## src/rtl/output_buffer_ctrl_if.sv

```systemverilog
// Bus bundle between the output buffer controller and its surroundings:
// array result input, buffer store/send port and the external word port.
interface output_buffer_ctrl_if #(
    parameter int DATA_W = 32,
    parameter int ADDR_W = 4
);
    logic              res_valid;
    logic [DATA_W-1:0] res_data;
    logic              buf_wr_en;
    logic [ADDR_W-1:0] buf_wr_addr;
    logic [DATA_W-1:0] buf_wr_data;
    logic              buf_rd_en;
    logic [ADDR_W-1:0] buf_rd_addr;
    logic [DATA_W-1:0] buf_rd_data;
    logic              ext_valid;
    logic [DATA_W-1:0] ext_data;
    logic              ext_ready;

    // Handshake: a word moves only on a cycle where ext_valid && ext_ready;
    // ext_valid/ext_data stay stable until then and ext_ready alone means nothing.
    modport master (
        input  res_valid, res_data, buf_rd_data, ext_ready,
        output buf_wr_en, buf_wr_addr, buf_wr_data,
        output buf_rd_en, buf_rd_addr, ext_valid, ext_data
    );

    modport slave (
        output res_valid, res_data, buf_rd_data, ext_ready,
        input  buf_wr_en, buf_wr_addr, buf_wr_data,
        input  buf_rd_en, buf_rd_addr, ext_valid, ext_data
    );
endinterface

```

## src/rtl/output_buffer_ctrl.sv

```systemverilog
// Output buffer sequencer: collects one tile of array results into the buffer,
// then drains them in address order onto the external valid/ready port.
module output_buffer_ctrl #(
    parameter int DATA_W = 32,
    parameter int DEPTH  = 16,
    parameter int ADDR_W = 4
) (
    input  logic                clk,
    input  logic                rst,
    input  logic                start,
    input  logic [ADDR_W:0]     num_results,
    output_buffer_ctrl_if.master bus,
    output logic                busy,
    output logic                done,
    output logic                err_drop,
    output logic [2:0]          state_dbg
);
    typedef enum logic [2:0] {
        IDLE     = 3'd0,
        COLLECT  = 3'd1,
        RD_ISSUE = 3'd2,
        RD_WAIT  = 3'd3,
        PRESENT  = 3'd4,
        DONE     = 3'd5
    } state_t;

    localparam logic [ADDR_W:0] DEPTH_N = (ADDR_W+1)'(DEPTH);

    state_t              state;
    logic [ADDR_W-1:0]   wr_ptr;
    logic [ADDR_W-1:0]   rd_ptr;
    logic [ADDR_W:0]     cnt;
    logic [ADDR_W:0]     n_total;
    logic                rd_en_q;
    logic [ADDR_W-1:0]   rd_addr_q;
    logic                ext_valid_q;
    logic [DATA_W-1:0]   ext_data_q;
    logic [ADDR_W:0]     cnt_next;
    logic [ADDR_W:0]     rd_next;
    logic [ADDR_W:0]     n_clamped;

    always_comb begin
        cnt_next  = cnt + 1'b1;
        rd_next   = {1'b0, rd_ptr} + 1'b1;
        n_clamped = (num_results > DEPTH_N) ? DEPTH_N : num_results;
    end

    assign bus.buf_wr_en   = bus.res_valid && (state == COLLECT);
    assign bus.buf_wr_addr = wr_ptr;
    assign bus.buf_wr_data = bus.res_data;
    assign bus.buf_rd_en   = rd_en_q;
    assign bus.buf_rd_addr = rd_addr_q;
    assign bus.ext_valid   = ext_valid_q;
    assign bus.ext_data    = ext_data_q;
    assign busy            = (state != IDLE);
    assign state_dbg       = state;

    always_ff @(posedge clk or posedge rst) begin
        if (rst) begin
            state       <= IDLE;
            wr_ptr      <= '0;
            rd_ptr      <= '0;
            cnt         <= '0;
            n_total     <= '0;
            rd_en_q     <= 1'b0;
            rd_addr_q   <= '0;
            ext_valid_q <= 1'b0;
            ext_data_q  <= '0;
            done        <= 1'b0;
            err_drop    <= 1'b0;
        end else begin
            done    <= 1'b0;
            rd_en_q <= 1'b0;
            if (bus.res_valid && state != COLLECT) begin
                err_drop <= 1'b1;
            end
            case (state)
                IDLE: begin
                    if (start) begin
                        n_total  <= n_clamped;
                        wr_ptr   <= '0;
                        rd_ptr   <= '0;
                        cnt      <= '0;
                        err_drop <= 1'b0;
                        if (n_clamped == '0) begin
                            state <= DONE;
                            done  <= 1'b1;
                        end else begin
                            state <= COLLECT;
                        end
                    end
                end
                COLLECT: begin
                    if (bus.res_valid) begin
                        cnt <= cnt_next;
                        // The last write leaves wr_ptr on its address so a full tile never wraps.
                        if (cnt_next == n_total) begin
                            state     <= RD_ISSUE;
                            rd_en_q   <= 1'b1;
                            rd_addr_q <= rd_ptr;
                        end else begin
                            wr_ptr <= wr_ptr + 1'b1;
                        end
                    end
                end
                RD_ISSUE: begin
                    state <= RD_WAIT;
                end
                RD_WAIT: begin
                    ext_data_q  <= bus.buf_rd_data;
                    ext_valid_q <= 1'b1;
                    state       <= PRESENT;
                end
                PRESENT: begin
                    if (bus.ext_ready) begin
                        ext_valid_q <= 1'b0;
                        if (rd_next == n_total) begin
                            state <= DONE;
                            done  <= 1'b1;
                        end else begin
                            rd_ptr    <= rd_ptr + 1'b1;
                            rd_addr_q <= rd_ptr + 1'b1;
                            rd_en_q   <= 1'b1;
                            state     <= RD_ISSUE;
                        end
                    end
                end
                DONE: begin
                    state <= IDLE;
                end
                default: begin
                    state <= IDLE;
                end
            endcase
        end
    end
endmodule

```

## src/flat_wrapper.sv

```systemverilog
// flat-port wrapper written by rule: the top's interface ports become plain ports
module output_buffer_ctrl_flat 
#(
    parameter int DATA_W = 32,
    parameter int DEPTH  = 16,
    parameter int ADDR_W = 4
)
  (clk, rst, start, num_results, busy, done, err_drop, state_dbg, bus_res_valid, bus_res_data, bus_buf_rd_data, bus_ext_ready, bus_buf_wr_en, bus_buf_wr_addr, bus_buf_wr_data, bus_buf_rd_en, bus_buf_rd_addr, bus_ext_valid, bus_ext_data);
  output_buffer_ctrl_if #(.DATA_W(DATA_W), .ADDR_W(ADDR_W)) bus_i ();
  input  logic clk;
  input  logic rst;
  input  logic start;
  input  logic [ADDR_W:0] num_results;
  output logic busy;
  output logic done;
  output logic err_drop;
  output logic [2:0] state_dbg;
  input wire logic [$bits(bus_i.res_valid)-1:0] bus_res_valid;
  input wire logic [$bits(bus_i.res_data)-1:0] bus_res_data;
  input wire logic [$bits(bus_i.buf_rd_data)-1:0] bus_buf_rd_data;
  input wire logic [$bits(bus_i.ext_ready)-1:0] bus_ext_ready;
  output wire logic [$bits(bus_i.buf_wr_en)-1:0] bus_buf_wr_en;
  output wire logic [$bits(bus_i.buf_wr_addr)-1:0] bus_buf_wr_addr;
  output wire logic [$bits(bus_i.buf_wr_data)-1:0] bus_buf_wr_data;
  output wire logic [$bits(bus_i.buf_rd_en)-1:0] bus_buf_rd_en;
  output wire logic [$bits(bus_i.buf_rd_addr)-1:0] bus_buf_rd_addr;
  output wire logic [$bits(bus_i.ext_valid)-1:0] bus_ext_valid;
  output wire logic [$bits(bus_i.ext_data)-1:0] bus_ext_data;
  assign bus_i.res_valid = bus_res_valid;
  assign bus_i.res_data = bus_res_data;
  assign bus_i.buf_rd_data = bus_buf_rd_data;
  assign bus_i.ext_ready = bus_ext_ready;
  assign bus_buf_wr_en = bus_i.buf_wr_en;
  assign bus_buf_wr_addr = bus_i.buf_wr_addr;
  assign bus_buf_wr_data = bus_i.buf_wr_data;
  assign bus_buf_rd_en = bus_i.buf_rd_en;
  assign bus_buf_rd_addr = bus_i.buf_rd_addr;
  assign bus_ext_valid = bus_i.ext_valid;
  assign bus_ext_data = bus_i.ext_data;
  output_buffer_ctrl #(.DATA_W(DATA_W), .DEPTH(DEPTH), .ADDR_W(ADDR_W)) u_core (.clk(clk), .rst(rst), .start(start), .num_results(num_results), .bus(bus_i), .busy(busy), .done(done), .err_drop(err_drop), .state_dbg(state_dbg));
endmodule
```

## config.mk

```make
export PLATFORM = sky130hd
export DESIGN_NAME = output_buffer_ctrl_flat
export DESIGN_NICKNAME = d
export VERILOG_FILES = /design/src/rtl/output_buffer_ctrl_if.sv /design/src/rtl/output_buffer_ctrl.sv /design/src/flat_wrapper.sv
export SDC_FILE = /design/constraint.sdc
export NUM_CORES = 1
export LEC_CHECK = 0
export ABC_CLOCK_PERIOD_IN_PS = 6400
export CORE_ASPECT_RATIO = 1.25
export CORE_MARGIN = 4
export CORE_UTILIZATION = 44
export DETAILED_ROUTE_END_ITERATION = 8
export GPL_TIMING_DRIVEN = 0
export PLACE_DENSITY = 0.86
export RECOVER_POWER = 25
export SYNTH_ARGS = -nofsm -noshare
export SYNTH_HDL_FRONTEND = slang
export SYNTH_SLANG_ARGS = --single-unit
```

## constraint.sdc

```tcl
create_clock -name clk -period 6.4 [get_ports clk]
set_input_delay 0.96 -clock clk [delete_from_list [all_inputs] [get_ports clk]]
set_output_delay 0.96 -clock clk [all_outputs]
set_load 0.02 [all_outputs]
```

## Word-level counts from Yosys, hierarchy flattened

Index checks and enable logic that the tools add are counted.

- Multiplexer cells: 36
- $lt $le $gt $ge: 1
- Add/subtract/negate cells: 4
- Reduce and logical (&&, ||, !) cells: 16
- Equality and inequality tests: 13

Operator list:

| kind | count |
|---|---|
| 2-to-1 mux 4 bit | 7 |
| case mux 4 bit (2 select lines) | 3 |
| 2-to-1 mux 3 bit | 6 |
| 2-to-1 mux 5 bit | 3 |
| case mux 3 bit (5 select lines) | 1 |
| 2-to-1 mux 1 bit | 12 |
| inequality test 2 bit (second input constant) | 6 |
| AND reduction 4 bit | 3 |
| == test 5 bit | 2 |
| case mux 5 bit (2 select lines) | 1 |
| adder 4 x 1 -> 4 bit (second input constant) | 2 |
| nonzero test 2 bit | 4 |
| == test 3 x 2 -> 1 bit (second input constant) | 2 |
| case mux 1 bit (2 select lines) | 3 |
| adder 4 x 1 -> 5 bit (second input constant) | 1 |
| adder 5 x 1 -> 5 bit (second input constant) | 1 |
| > comparator 5 bit (second input constant) | 1 |
| logical NOT 5 bit | 1 |
| AND reduction 5 bit | 1 |
| AND reduction 2 bit | 2 |
| == test 3 x 1 -> 1 bit (second input constant) | 1 |
| == test 3 bit (second input constant) | 1 |
| logical NOT 3 bit | 1 |
| inequality test 3 x 1 -> 1 bit (second input constant) | 1 |
| 3 further kinds | 4 |

- Output and inout port bits: 81
- Input bits: 74
- Word-level logic and storage cells: 81
- Register bits after elaboration: 61

## Longest topological paths before layout

Gate-level depths: netlist of run 1.

- Depth in word-level cells: 6
- Gate-level depth with buffers: 7
- Gate-level depth less buffers: 6

## Worst setup path before layout of run 1

No wires, ideal clock.

- Path type: reg2out
- Start: register u_core.state[2], in the netlist u_core.state_dbg[2]
- End: output port bus_buf_wr_en
- Data required time: 5.440 ns
- Cell stages (with the launch flop): 5
- Path slack: 3.880 ns
- Path buffers: 1
- Arrival: 1.560 ns
- Cells stage by stage: dfrtp_1 buf_2 nor3b_1 nand2_1 inv_1

- Longest elaborated chain between the ends: 2

RTL lines:

| what | RTL line | source |
|---|---|---|
| start, declared | output_buffer_ctrl.sv:29 | `state_t state;` |
| start signal, assigned | output_buffer_ctrl.sv:60 | `state <= IDLE;` |
| start signal, assigned | output_buffer_ctrl.sv:86 | `state <= DONE;` |
| start signal, assigned | output_buffer_ctrl.sv:89 | `state <= COLLECT;` |
| == test 3 x 1 -> 1 bit | output_buffer_ctrl.sv:48 | `assign bus.buf_wr_en = bus.res_valid && (state == COLLECT);` |
| logical AND 1 bit | output_buffer_ctrl.sv:48 |  |
| end, declared | flat_wrapper.sv:22 | `output wire logic [$bits(bus_i.buf_wr_en)-1:0] bus_buf_wr_en;` |

Every way passes these cells.

## Worst setup path after layout of run 1

Ends and elaborated chain as after synthesis.

==> flow_summary_export.csv, run 1 <==
group,metric,value,unit
cells_and_area,drive_above_1_share,24.0,%
floorplan,initial_utilization,45.4,%
yosys,yosysTopAreaCellShare,48.2,%
global_routing,grt_usage,19.0,%
detailed_routing,drt_first_iter_violations,81,
detailed_routing,dr.pass1.iters,4,
cells_and_area,utilization,66.8,%
setup_path,cp_max_fo,10,
yosys,synth_top_cell_by_area,"dfrtp_1",
floorplan,io_pins,155,
cts,insertion_delay,350,ps
yosys,synth_fp_nets,356,
setup_path,cp_num_cells,5,
cts,postCtsHoldBufs,0,
setup_path,crit_path_top_delay_cell,"nor3b_1",
sta,finalMaxSlewViolations,36,
cells_and_area,final_cell_area,4660,µm²
setup_path,r2r_cells,5,
sta,fin_skew,8.41,ps
cells_and_area,fin_nets,490,
cells_and_area,ff_latch_area,1530,µm²
cells_and_area,diodes,0,
hold_path,hold_class,"reg2reg",
placed_design,gp_congestion,0.804,
setup_path,critical_path_buf_inv_count,3,
sta,setup_viol,0,
setup_path,max_stage_delay,770,ps
detailed_routing,wl_per_cell,15.7,µm
yosys,synth_cells,278,
yosys,async_reset_ff_share,100,%
yosys,ys_ff_latch,61,
global_routing,grt_pass1_vias,2691,
setup_path,critical_path_class,"reg2out",
pwr,p_leak,2.00,nW
detailed_routing,vias,2555,
setup_path,cp.required,5440,ps
yosys,ys_types,49,
status,failed_checks,"max-capacitance violations, max-slew violations",
sta,max_freq,263,MHz
cts,cts_setup_buffers,0,
floorplan,die_h,103,µm
sta,rsz0062_at_grt,"no",
flow_run,cap_violations,1,
global_routing,antenna_found_initial,0,
setup_path,cp-start-kind,"flop",
setup_path,critPathCaptureType,"output port",
global_routing,grt_pass1_wl,12800,µm
floorplan,dieArea,8630,µm²
detailed_routing,drc,0,
yosys,synth_area_leaders,"dfrtp_1, mux2_2, buf_4",
pwr,p_per_area,442,nW/µm²
hold_path,min_delay_path_depth,2,
yosys,synth-seq-area-share,48.2,%
setup_path,cp.arrival,2840,ps
setup_path,crit_family,"simple AND/OR/NAND/NOR gates",
pwr,ir_drop,310,µV
cells_and_area,fin_cells,506,
cts,cts_buffers,9,
sta,fin_crit,3800,ps
sta,post-route-period-util,59.4,%
cts,cts_tree,"built",
cts,clk_pin_slew,60,ps
yosys,postSynthAreaPerCell,11.4,µm²
floorplan,core-area,6980,µm²
sta,hold_viol_final,0,
sta,tns,0,ps
cts,cts-resized-gates,0,
cts,cts_sinks,61,
detailed_routing,ant_nets,0,
yosys,synth_edf_count,0,
cells_and_area,nFillCells,534,
cts,clock_path_buffers,2,
yosys,synth_most_common_cell,"dfrtp_1",
global_routing,gr-total-overflow,0,
placed_design,io_buffers,122,
cells_and_area,multi_input_area,1290,µm²
yosys,synth_area,3170,µm²
status,status,"complete, but fails checks",
placed_design,dp.final_hpwl,6270,µm
cts,htreeDepth,3,
cts,cts_root_buf,"clkbuf_8",
yosys,synthTopCellsByCount,"dfrtp_1, mux2_2, buf_4, nand2_1, o21ai_0",
floorplan,placementRows,34,
yosys,synthFlopType,"dfrtp_1",
detailed_routing,drt_wl_total,7920,µm
sta,worst_pin_slew,1830,ps
setup_path,path_cells,"buf_2 -> nor3b_1 -> nand2_1 -> inv_1 -> clkdlybuf4s50_1",
placed_design,post-place-cells,491,
floorplan,die_w,83.9,µm
cells_and_area,area_delta_synth_final,47.1,%
detailed_routing,via_per_inst,5.05,
sta,maxSlewHeadroom,-21.9,%
placed_design,place_area,4520,µm²
yosys,yosysWarnings,0,
global_routing,grt_max_degree,36,
path summary, 6_finish.rpt:
| kind | from | endpoint | slack (ps) |
|---|---|---|---|
| worst max-delay path | u_core.state_dbg[2] | bus_buf_wr_en | 2600 |
| worst min-delay path | u_core.bus.ext_valid | u_core.bus.ext_valid | 480 |
| max in group asynchronous | rst | u_core.cnt[0] | 2900 |
| min in group asynchronous | rst | u_core.state_dbg[1] | 1280 |
| worst min register to register | u_core.bus.ext_valid | u_core.bus.ext_valid | 480 |
| worst max register to register | u_core.state_dbg[1] | u_core.bus.buf_rd_addr[1] | 3880 |
report_power, final:
part	switching (mW)	internal (mW)	leakage, nW
registers	0.113	0.551	0.755
clock network	0.147	0.148	0.0833
logic	0.539	0.561	1.16
tightest hold or removal path, cell delays in order (launching register included):
cell	delay [ps]
dfrtp_1	340
nand2_1	50
nand2_1	50
state kept, by name, indices dropped and copies added, names as in the netlist:
| signal | count |
|---|---|
| u_core.bus.ext_data | 32 |
| u_core.cnt | 5 |
| u_core.n_total | 5 |
| u_core.bus.buf_rd_addr | 4 |
| u_core.bus.buf_wr_addr | 4 |
| u_core.rd_ptr | 4 |
| u_core.state_dbg | 3 |
| u_core.bus.buf_rd_en | 1 |
| u_core.bus.ext_valid | 1 |
| u_core.done | 1 |
| u_core.err_drop | 1 |
cell families after synthesis:
logic type / Yosys count / synth area share (%)
adders and majority gates: 4 / 1.58
DFF: 61 / 48.2
AOI/OAI and AO/OA: 37 / 8.65
buffers and inverters: 55 / 11.0
xor gates and xnor gates: 16 / 4.42
muxes: 44 / 15.6
and+or+nand+nor: 61 / 10.6
cell usage in the layout (no fill, tap or decap), drive strengths merged, types with 10 or more instances in the layout:
master and instances:
buf 39, clkbuf 19, clkdlybuf4s50 120, dfrtp 61, inv 11, mux2 40
nand2 18, nand3 10, o21ai 12, xnor2 10
stage by stage:
stage               hold slack [ps]  power [mW]  setup WS (ps)
floorplan                       501        1.33           3880
global placement                464        1.74           2880
detailed placement              470        1.78           2970
CTS                             488        2.08           2580
global route                    514        2.19           2340
finish                          479        2.06           2600
per-layer routing:
layer,part of all wire [%],track usage (%),vias to the layer above
li1,-,-,1196
met1,35,18.7,1225
met2,50,34.1,121
met3,13,10.3,13
met4,1.6,6.81,0
met5,0,0,-
final cells by class:
type | count | area share, %
Tap cell | 90 | 2.42
Clock buffer | 13 | 3.20
Timing Repair Buffer | 123 | 26.3
Buffer | 44 | 6.58
Sequential cell | 61 | 32.8
Clock inverter | 2 | 0.215
Multi-Input combinational cell | 162 | 27.7
Inverter | 11 | 0.886
No activity file was read; power rests on OpenSTA's default activity.
==> inputs of run 2 (changes only) <==
--- a/config.mk
+++ b/config.mk
@@ -5,13 +5,13 @@
 export SDC_FILE = /design/constraint.sdc
 export NUM_CORES = 1
 export LEC_CHECK = 0
-export ABC_CLOCK_PERIOD_IN_PS = 6400
+export ABC_CLOCK_PERIOD_IN_PS = 3800
 export CORE_ASPECT_RATIO = 1.25
 export CORE_MARGIN = 4
-export CORE_UTILIZATION = 44
+export CORE_UTILIZATION = 41
 export DETAILED_ROUTE_END_ITERATION = 8
 export GPL_TIMING_DRIVEN = 0
-export PLACE_DENSITY = 0.86
+export PLACE_DENSITY = 0.81
 export RECOVER_POWER = 25
 export SYNTH_ARGS = -nofsm -noshare
 export SYNTH_HDL_FRONTEND = slang
==> constraint.sdc (replaced) <==
create_clock -name clk -period 3.8 [get_ports clk]
set_input_delay 0.57 -clock clk [delete_from_list [all_inputs] [get_ports clk]]
set_output_delay 0.57 -clock clk [all_outputs]
set_load 0.02 [all_outputs]
==> flow_summary_export.csv, run 2 (synthesized netlist as in run 1, its figures left out) <==
group,metric,value,unit
cts,cts_buffers,9,
setup_path,critical_path_class,"reg2out",
sta,maxSlewHeadroom,-9.01,%
sta,fin_crit,3370,ps
cells_and_area,mostFrequentLayoutCell,"clkdlybuf4s50_1",
cells_and_area,multi_input_area,1290,µm²
sta,rsz0062_at_grt,"no",
detailed_routing,wl_per_cell,15.3,µm
sta,tns,0,ps
sta,fin_skew,5.15,ps
cts,cts_root_buf,"clkbuf_8",
setup_path,worstReg2RegEnd,"u_core.bus.buf_rd_addr[2]",
placed_design,io_buffers,122,
cts,htreeDepth,3,
detailed_routing,dr.pass1.iters,4,
detailed_routing,drt_first_iter_violations,213,
setup_path,regToRegSetupSlack,1250,ps
status,failed_checks,"max-capacitance violations, max-slew violations",
setup_path,cp-start-kind,"flop",
placed_design,gp_congestion,0.795,
global_routing,grt_usage,17.4,%
floorplan,die_w,86.6,µm
sta,max_freq,297,MHz
setup_path,critPathCaptureType,"output port",
placed_design,dp.final_hpwl,6060,µm
sta,fin_ws,428,ps
hold_path,hold_class,"reg2reg",
sta,hold_viol_final,0,
cts,cts_tree,"built",
cells_and_area,largest_reg_flops,32,
setup_path,cp.arrival,2800,ps
cells_and_area,area_delta_synth_final,49.6,%
detailed_routing,drc,0,
cts,clk_pin_slew,70,ps
floorplan,die_h,106,µm
sta,setup_viol,0,
pwr,p_per_area,762,nW/µm²
placed_design,post-place-ws,829,ps
global_routing,grt_pass1_vias,2635,
placed_design,place_area,4520,µm²
cts,cts_sinks,61,
cts,cts-resized-gates,0,
pwr,ir_drop,444,µV
status,status,"complete, but fails checks",
pwr,p_leak,2.04,nW
setup_path,cp_max_fo,10,
sta,post-route-period-util,88.7,%
global_routing,grt_max_degree,38,
cells_and_area,drive_above_1_share,25.2,%
cts,cts_setup_buffers,0,
cells_and_area,ff_latch_area,1530,µm²
floorplan,core-area,7440,µm²
cells_and_area,final_cell_area,4740,µm²
detailed_routing,via_per_inst,5.00,
setup_path,r2r-start,"u_core.cnt[0]",
cells_and_area,utilization,63.7,%
cells_and_area,nFillCells,598,
setup_path,endpoint,"bus_buf_wr_en",
flow_run,cap_violations,1,
detailed_routing,vias,2545,
floorplan,initial_utilization,42.6,%
setup_path,startpoint,"u_core.state_dbg[2]",
setup_path,cp.required,3230,ps
cells_and_area,final_cell_mix,"clkdlybuf4s50_1, dfrtp_1, mux2_2, buf_4, nand2_1",
cts,postCtsHoldBufs,0,
floorplan,io_pins,155,
floorplan,dieArea,9210,µm²
sta,worst_pin_slew,1640,ps
cells_and_area,fin_nets,490,
sta,finalMaxSlewViolations,38,
cts,clock_path_buffers,2,
floorplan,placementRows,35,
global_routing,grt_pass1_wl,12600,µm
global_routing,gr-total-overflow,0,
cells_and_area,diodes,0,
pwr,p_total,3.61,mW
cts,insertion_delay,340,ps
detailed_routing,drt_wl_total,7790,µm
detailed_routing,ant_nets,0,
global_routing,antenna_found_initial,0,
setup_path,r2r_cells,6,
==> run 2: cell count changes in the layout (fill, tap and decap cells not counted) <==
cell	change
dlymetal6s4s_1	+1
clkdlybuf4s50_1	+1
nor3_1	-1
clkbuf_1	-4
clkinv_4	+1
dlygate4sd3_1	-1
bufinv_16	+2
nor3_2	+1
clkinvlp_4	+1
==> run 2: routing by layer <==
metal | vias up | part of all wire (%) | track usage [%]
met1 | 1217 | 35 | 18.8
met4 | 0 | 1.8 | 6.57
met2 | 115 | 53 | 30.6
met3 | 14 | 10 | 6.28
li1 | 1199 | - | -
met5 | - | 0 | 0
==> run 2: worst min-delay path by stage <==
stage                                    start                   end  cells after the start
after floorplan                  u_core.cnt[1]         u_core.cnt[1]                      1
after global placement    u_core.bus.ext_valid  u_core.bus.ext_valid                      2
after detailed placement  u_core.bus.ext_valid  u_core.bus.ext_valid                      2
after CTS                 u_core.bus.ext_valid  u_core.bus.ext_valid                      2
after global routing      u_core.bus.ext_valid  u_core.bus.ext_valid                      2
final                     u_core.bus.ext_valid  u_core.bus.ext_valid                      2
==> run 2: metrics by stage <==
stage               cells  hold slack (ps)
CTS                   509              487
global placement      492              465
detailed placement    493              469
global route          509              509
finish                509              485
floorplan             278              501
==> run 2: layout make-up <==
| class | instances | share of cell area [%] |
|---|---|---|
| flip-flops and latches | 61 | 32.2 |
| multi-input cells | 162 | 27.3 |
| repair buffers | 123 | 26.0 |
| plain buffers | 44 | 6.47 |
| clock buffers | 10 | 2.90 |
| well taps | 92 | 2.43 |
| clock inverters | 6 | 1.82 |
| inverters | 11 | 0.871 |
==> run 2: critical path: stages (launching register included) <==
cell             delay [ps]
dfrtp_1                 430
buf_2                   210
nor3b_1                 760
nand2_1                 280
inv_1                   170
clkdlybuf4s50_1         620
==> run 2: where the power goes <==
group	leakage [nW]	internal [mW]	switching, mW
Sequential	0.755	0.927	0.182
Clock	0.112	0.386	0.257
Combinational	1.18	0.947	0.913
==> inputs of run 3 (changes only) <==
--- a/config.mk
+++ b/config.mk
@@ -5,6 +5,7 @@
 export SDC_FILE = /design/constraint.sdc
 export NUM_CORES = 1
 export LEC_CHECK = 0
+export ABC_AREA = 0
 export ABC_CLOCK_PERIOD_IN_PS = 3800
 export CORE_ASPECT_RATIO = 1.25
 export CORE_MARGIN = 4
==> results of run 3 <==
Final layout, timing and power as in run 2 (identical DEF).
